**src/rtl/ex_mem_elastic_pkg.sv**
```systemverilog
// Shared definitions for the EX->MEM boundary: memory-op encodings, default
// widths and the writeback/memory payload bundle.
package ex_mem_elastic_pkg;

    localparam int XLEN_DEF       = 32;
    localparam int REG_ADDR_W_DEF = 5;
    localparam int MEMOP_W_DEF    = 4;

    typedef enum logic [MEMOP_W_DEF-1:0] {
        MEMOP_NOP = 4'd0,
        MEMOP_LB  = 4'd1,
        MEMOP_LH  = 4'd2,
        MEMOP_LW  = 4'd3,
        MEMOP_LBU = 4'd4,
        MEMOP_LHU = 4'd5,
        MEMOP_SB  = 4'd6,
        MEMOP_SH  = 4'd7,
        MEMOP_SW  = 4'd8
    } memop_e;

    typedef struct packed {
        logic [REG_ADDR_W_DEF-1:0] wd;
        logic                      wreg;
        logic [XLEN_DEF-1:0]       wdata;
        memop_e                    op;
        logic [XLEN_DEF-1:0]       addr;
        logic [XLEN_DEF-1:0]       sdata;
    } ex_mem_bundle_t;

    // Flattened payload width; field order is {wd, wreg, wdata, op, addr, sdata}.
    function automatic int bundle_width(input int xlen, input int reg_addr_w, input int memop_w);
        return reg_addr_w + 1 + memop_w + 3 * xlen;
    endfunction

endpackage

```
**src/rtl/ex_mem_elastic_skid_buf.sv**
```systemverilog
// Generic valid/ready register stage with optional 2-entry skid and flush.
//   state    | meaning
//   ST_EMPTY | nothing held; ready=1, out_valid=0
//   ST_FULL  | main register valid; ready=1
//   ST_SKID  | main and skid registers valid; ready=0 (registered)
module ex_mem_elastic_skid_buf #(
    parameter int W    = 8,
    parameter bit SKID = 1'b1
) (
    input  logic         clk,
    input  logic         rst,
    input  logic         flush,
    input  logic         in_valid,
    output logic         in_ready,
    input  logic [W-1:0] in_data,
    output logic         out_valid,
    input  logic         out_ready,
    output logic [W-1:0] out_data
);

    typedef enum logic [1:0] {ST_EMPTY, ST_FULL, ST_SKID} state_e;

    state_e       state;
    logic [W-1:0] m_q;
    logic [W-1:0] s_q;
    logic         valid_q;
    logic         ready_q;
    logic         in_xfer;
    logic         out_xfer;

    // Without the skid entry, ready must see MEM's ready in the same cycle.
    assign in_ready  = SKID ? ready_q : (!valid_q || out_ready);
    assign out_valid = valid_q;
    assign out_data  = m_q;
    assign in_xfer   = in_valid && in_ready;
    assign out_xfer  = valid_q && out_ready;

    always_ff @(posedge clk) begin
        if (rst) begin
            state   <= ST_EMPTY;
            valid_q <= 1'b0;
            ready_q <= 1'b1;
            m_q     <= '0;
            s_q     <= '0;
        end else if (flush) begin
            state   <= ST_EMPTY;
            valid_q <= 1'b0;
            ready_q <= 1'b1;
        end else begin
            unique case (state)
                ST_EMPTY: begin
                    if (in_xfer) begin
                        m_q     <= in_data;
                        valid_q <= 1'b1;
                        state   <= ST_FULL;
                    end
                end
                ST_FULL: begin
                    if (in_xfer && out_xfer) begin
                        m_q <= in_data;
                    end else if (out_xfer) begin
                        valid_q <= 1'b0;
                        state   <= ST_EMPTY;
                    end else if (in_xfer) begin
                        s_q     <= in_data;
                        ready_q <= 1'b0;
                        state   <= ST_SKID;
                    end
                end
                ST_SKID: begin
                    if (out_xfer) begin
                        m_q     <= s_q;
                        ready_q <= 1'b1;
                        state   <= ST_FULL;
                    end
                end
                default: begin
                    state   <= ST_EMPTY;
                    valid_q <= 1'b0;
                    ready_q <= 1'b1;
                end
            endcase
        end
    end

endmodule

```
**src/rtl/ex_mem_elastic.sv**
```systemverilog
// EX->MEM pipeline boundary: elastic skid stage plus invalid-output gating
// and a saturating MEM stall counter.
module ex_mem_elastic
    import ex_mem_elastic_pkg::*;
#(
    parameter int XLEN        = XLEN_DEF,
    parameter int REG_ADDR_W  = REG_ADDR_W_DEF,
    parameter int MEMOP_W     = MEMOP_W_DEF,
    parameter int SKID        = 1,
    parameter int STALL_CNT_W = 16
) (
    input  logic                   clk,
    input  logic                   rst,
    input  logic                   flush,
    input  logic                   ex_valid,
    output logic                   ex_ready,
    input  logic [REG_ADDR_W-1:0]  ex_wd,
    input  logic                   ex_wreg,
    input  logic [XLEN-1:0]        ex_wdata,
    input  logic [MEMOP_W-1:0]     ex_mem_op,
    input  logic [XLEN-1:0]        ex_mem_addr,
    input  logic [XLEN-1:0]        ex_mem_sdata,
    output logic                   mem_valid,
    input  logic                   mem_ready,
    output logic [REG_ADDR_W-1:0]  mem_wd,
    output logic                   mem_wreg,
    output logic [XLEN-1:0]        mem_wdata,
    output logic [MEMOP_W-1:0]     mem_op,
    output logic [XLEN-1:0]        mem_addr,
    output logic [XLEN-1:0]        mem_sdata,
    output logic [STALL_CNT_W-1:0] stall_cnt
);

    localparam int BW = bundle_width(XLEN, REG_ADDR_W, MEMOP_W);
    localparam logic [MEMOP_W-1:0] OP_NOP = MEMOP_W'(MEMOP_NOP);

    logic [BW-1:0]      in_bundle;
    logic [BW-1:0]      out_bundle;
    logic               m_wreg;
    logic [MEMOP_W-1:0] m_op;

    assign in_bundle = {ex_wd, ex_wreg, ex_wdata, ex_mem_op, ex_mem_addr, ex_mem_sdata};

    ex_mem_elastic_skid_buf #(
        .W    (BW),
        .SKID (SKID != 0)
    ) u_skid_buf (
        .clk       (clk),
        .rst       (rst),
        .flush     (flush),
        .in_valid  (ex_valid),
        .in_ready  (ex_ready),
        .in_data   (in_bundle),
        .out_valid (mem_valid),
        .out_ready (mem_ready),
        .out_data  (out_bundle)
    );

    assign {mem_wd, m_wreg, mem_wdata, m_op, mem_addr, mem_sdata} = out_bundle;

    // Side-effecting fields are gated so a squashed or empty slot is harmless.
    assign mem_wreg = m_wreg & mem_valid;
    assign mem_op   = mem_valid ? m_op : OP_NOP;

    always_ff @(posedge clk) begin
        if (rst) begin
            stall_cnt <= '0;
        end else if (mem_valid && !mem_ready && (stall_cnt != '1)) begin
            stall_cnt <= stall_cnt + STALL_CNT_W'(1);
        end
    end

endmodule

```
**config.mk**
```make
export PLATFORM = sky130hd
export DESIGN_NAME = ex_mem_elastic
export DESIGN_NICKNAME = d
export VERILOG_FILES = /design/src/rtl/ex_mem_elastic_pkg.sv /design/src/rtl/ex_mem_elastic_skid_buf.sv /design/src/rtl/ex_mem_elastic.sv
export SDC_FILE = /design/constraint.sdc
export NUM_CORES = 1
export LEC_CHECK = 0
export CORE_UTILIZATION = 45
export CTS_CLUSTER_SIZE = 25
export DETAILED_ROUTE_END_ITERATION = 12
export PLACE_DENSITY = 0.76
export SYNTH_ARGS = -nofsm -noshare
export SYNTH_HDL_FRONTEND = slang
export SYNTH_SLANG_ARGS = --single-unit
```
**constraint.sdc**
```tcl
create_clock -name clk -period 1.85 [get_ports clk]
set_input_delay 0.37 -clock clk [delete_from_list [all_inputs] [get_ports clk]]
set_output_delay 0.37 -clock clk [all_outputs]
set_load 0.03 [all_outputs]
```
# [After elaboration in Yosys (flattened, before gate mapping)]
# Cells that the tools add are included.
# W data, S select, Z words.
[totals] regBits=232 output_inout_bits=124
[classes] n_addsub=1 eq_ne=11 mux=20 bitwise=6 reduce_logical=14
[op_table] operator="$mux W106" count=3
[op_table] operator="$pmux W106 S3" count=1
[op_table] operator="$add A16 B1 Y16 const B" count=1
[op_table] operator="$ne A16 B16 Y1 const B" count=1
[op_table] operator="$reduce_and A5 Y1" count=3
[op_table] operator="$mux W2" count=5
[op_table] operator="$ne A2 B1 Y1 const B" count=5
[op_table] operator="$reduce_and A4 Y1" count=2
[op_table] operator="$mux W1" count=7
[op_table] operator="$pmux W1 S3" count=2
[op_table] operator="$pmux W2 S3" count=1
[op_table] operator="$logic_and A1 B1 Y1" count=5
[op_table] operator="$not A1 Y1" count=5
[op_table] operator="$mux W4" count=1
[op_table] operator="$ne A2 B2 Y1 const B" count=2
[op_table] operator="$ne A3 B1 Y1 const B" count=1
[op_table] operator="$reduce_bool A3 Y1" count=1
[op_table] operator="$eq A2 B1 Y1 const B" count=1
[op_table] operator="$eq A2 B2 Y1 const B" count=1
[op_table] operator="$logic_not A2 Y1" count=1
[op_table] operator="$reduce_or A2 Y1" count=1
[op_table] operator="$and A1 B1 Y1" count=1
[op_table] operator="$logic_not A1 Y1" count=1

# [Longest topological paths before layout]
[depth] depth_word=5 mapped_depth=7 mapped_depth_nobuf=5

# [Modules after synthesis]
# A second synthesis with hierarchy kept.
[hier_totals] hier_cells=1299 hier_area_um2=10411.2
[by_module_without_submodules] mod="ex_mem_elastic_skid_buf" n_inst=1 cells_each=1186 area_per_inst_um2=9444.1 seq_area_each_um2=4324.1
[by_module_without_submodules] mod="ex_mem_elastic" n_inst=1 cells_each=113 area_per_inst_um2=967.2 seq_area_each_um2=320.3

# [Worst setup path after synthesis]
# No wires, ideal clock.
[synth_timing] path_kind="register to register" from="register stall_cnt[0]" to="register stall_cnt[1]" setup_ps=132 arrival_time_ps=1902 path_slack_ps=-184 path_stages_with_launch=8 path_buffers=2 period_less_slack_ps=2034 path_cell_list="dfxtp_1 -> ha_1 -> and4_1 -> nor4b_2 -> buf_2 -> buf_2 -> nand3b_1 -> a21oi_1"
[synth_between] elab_chain_len=2 word_cells_on_any_way=3
[synth_rtl] element="from (decl)" line_no="ex_mem_elastic.sv:31" rtl="output logic [STALL_CNT_W-1:0] stall_cnt"
[synth_rtl] element="from (signal assigned)" line_no="ex_mem_elastic.sv:69" rtl="stall_cnt <= stall_cnt + STALL_CNT_W'(1);"
[synth_rtl] element="parallel branches: the longest is 2 deep, another holds $add A16 B1 Y16"
# Parallel ways; which one is timed is not known.
# A chain may end at the register's enable or synchronous reset.

# [Worst setup path after layout]
[layout_timing] from="register stall_cnt[1]" to="register stall_cnt[13]"
# Same word-level chain as after synthesis.

==> results.tsv <==
stage	metric	value	unit
global_route	largest net degree at the start of global routing	69	
final_layout	Design Area, Final	0.01351	mm^2
logic_synthesis	synth warn	0	
logic_synthesis	Synth Register Bits	232	
logic_synthesis	Syn Std Cell Area	0.01036	mm^2
final_layout	Post-layout nets	1412	
die	die area	0.02363	mm^2
global_route	Congestion Overflow GR	0	
final_layout	post-layout util	59.69	%
die	Ports	235	
cts	H-tree depth	1	
routing	DRC viols	0	
power	Net Sw Power	3.083	mW
cts	CTS Buffer Depth	3	
global_route	initial antenna violation count	1	
final_layout	highest-count cells in the layout ignoring fill and taps	a21oi_1, dfxtp_1, nand2_1	
worst_setup_path	Critical Path RT	2.28	ns
worst_setup_path	Crit path buffers/inverters	1	
final_layout	register area	0.004658	mm^2
cts	Clock Tree Root	clkbuf_16	
power	power per standard cell area	899.5	mW/mm^2
cts	worst-skew pair later-pin latency	0.51	ns
routing	Starting DRT DRC Count	474	
timing	Hold Vio Cnt, Final	0	
die	Core ar.	0.02264	mm^2
cts	CTS Buf Count	25	
place	Placed Area	0.01280	mm^2
global_route	GRT Total Usage	21.20	%
place	I/O Buffers	234	
logic_synthesis	Synth area leader	dfxtp_1	
cts	clock-pin slew on the worst setup and hold paths	0.06	ns
global_route	first-pass GRT wire length	41.70	mm
timing	min cycle time layout	1.798	ns
timing	total negative slack	0	ns
routing	via count	8845	
cts	CTS tree	done	
timing	fmax	0.5563	GHz
worst_setup_path	Slowest-stage cell, CP	or4_1	
worst_setup_path	Largest stage delay, worst path	0.49	ns
timing	Setup Skew	0.007761	ns
routing	total wire length	25.72	mm
die	starting density of the core	45.76	%
worst_setup_path	CP arrival	2.23	ns
global_route	vias in the first global route	8209	
timing	worst-margin pin slew	0.5843	ns
cts	CTS Sinks	232	
timing	crit share post-route	97.16	%
logic_synthesis	Synth top area share	44.83	%
worst_setup_path	Crit. Startpoint	stall_cnt[1]	
timing	worst hold margin	0.1774	ns
timing	fin. max-slew vios	0	
job	Max Cap Viol	0	
routing	Antenna Violating Nets Remaining	0	
worst_setup_path	critical path's top delay family	simple AND/OR/NAND/NOR gates	
timing	Max-slew headroom	61.05	%
routing	vias per inst	5.525	
final_layout	commonest non-fill, non-tap cell in the layout	a21oi_1	
place	Place WS	-0.3908	ns
power	leakage power	5.811	nW
power	Peak VDD IR	0.0005497	V
power	register share of total power	43.8	%
place	DP Cell Count	1558	
logic_synthesis	register area share after synthesis	44.83	%
worst_setup_path	endpoint class of the critical path	flop	
final_layout	fillers	1925	
hold_path	worst hold path type	in -> reg	
worst_setup_path	critical path class	reg -> reg	
power	Sw Share	25.36	%
final_layout	Layout area overhead	30.45	%
hold_path	hold path startpoint	rst	
die	chip height	153.7	um
power	logic gate share of total power	15.0	%
worst_setup_path	CP cell instances	ha_1, and4_1, nor4b_4, buf_4, or4_1, a21oi_1	
worst_setup_path	CP Max Fanout	6	
logic_synthesis	cells after synthesis	1182	
power	Final Power	12.16	mW
place	dpl hpwl	16.71	mm
power	P_int	9.074	mW
routing	DR WL/cell	16.07	um
timing	final setup fails	0	
logic_synthesis	Syn Area/Cell	8.765	um^2
die	Die X	153.7	um
final_layout	Multi-input gate area	0.004551	mm^2
die	# rows	55	
logic_synthesis	Synth Net Count	1294	
final_layout	layout cell share with drive strength beyond 1	10.04	%
routing	1st-pass router iterations	5	
final_layout	Non-Filler Instances	1601	
timing	RSZ-0062 raised after global routing	false	
timing	Final WS setup	0.05246	ns
worst_setup_path	RR Startpoint	stall_cnt[1]	
logic_synthesis	Synth cell types	38	
power	Clk pwr share	41.2	%
logic_synthesis	Synth area leaders	dfxtp_1, a21oi_1, mux2i_1	
run_status	outcome	finished, final reports clean	
place	RePlAce Congestion	0.8075	
worst_setup_path	Critical Path Source Type	flop	
power by group through the flow:
stage	logic, mW	clock network (mW)	registers (mW)
floorplan	1.24	0	5.41
global placement	1.90	0	5.44
detailed placement	1.93	0	5.44
CTS	1.83	5.13	5.33
global route	1.95	5.34	5.35
finish	1.82	5.01	5.33
worst paths after layout:
path                        endpoint  slack (ns)  cells after the start
setup / recovery       stall_cnt[13]        0.05                      6
hold / removal    u_skid_buf.s_q[34]        0.18                      2
setup reg to reg       stall_cnt[13]        0.05                      6
hold reg to reg    u_skid_buf.s_q[8]        0.45                      2
layer usage:
metal	GRT usage [%]	share of wire [%]
met1	27.24	44
met2	35.63	47
met3	4.481	6.6
met4	6.381	2.6
met5	0	0
registers in the layout, indices dropped and copies added, names as in the netlist:
signal and cells:
u_skid_buf.out_valid 1, u_skid_buf.out_data 106, u_skid_buf.in_ready 1, stall_cnt 16, u_skid_buf.s_q 106, u_skid_buf.state 2
worst reg2reg max path, cell delays in order, from the launching register on:
cell and delay (ns):
dfxtp_2 0.34, ha_1 0.21, and4_1 0.23, nor4b_4 0.14
buf_4 0.16, or4_1 0.49, a21oi_1 0.16
synthesized netlist by cell type:
library cell	number
o31ai_1	10
buf_1	2
clkbuf_1	76
nand2_1	222
a311oi_1	106
nand4_1	5
o22ai_2	1
a211oi_1	1
a21boi_2	1
buf_2	31
and3_1	1
or3_1	4
nand3_1	6
or2_0	1
nor3b_2	1
o21bai_1	1
mux2i_1	106
o2111ai_1	1
and4_1	1
xor2_1	2
ha_1	1
nor2b_1	1
dfxtp_1	232
and2_1	6
nand2b_4	1
inv_1	2
clkinv_1	1
nor4b_2	1
nand2b_1	2
or4_4	1
or4_1	10
buf_4	101
o21ai_0	6
a21boi_0	1
nor2_1	3
a21oi_1	229
o22ai_1	1
nand3b_1	4
timing repair:
item                       in CTS  in global routing
buffers inserted                0                  0
hold buffers                    0                  0
setup endpoints to repair     126                  2
pin swaps                       0                  0
resized for setup             137                  2
hold endpoints to repair        0                  0
area by class of cell:
class,count,share of cell area (%)
clock buffers,33,5.222
diodes,1,0.01852
multi-input cells,737,33.67
inverters,3,0.1204
clock inverters,9,0.8888
repair buffers,301,22.97
well taps,285,2.639
flip-flops and latches,232,34.47
cell families (layout without fill, tap and decap cells):
kind of cell               Yosys count  count (layout)  synth area share (%)
adders and majority gates            1               1                0.1208
muxes                              106             106                 10.24
AOI/OAI and AO/OA                  358             358                 21.63
other                                0               1                     0
buffers and inverters              213             346                 11.75
xor gates and xnor gates             2               2                0.1691
and+or+nand+nor                    270             270                 11.26
DFF                                232             232                 44.83
(Power assumes the default switching activity.)
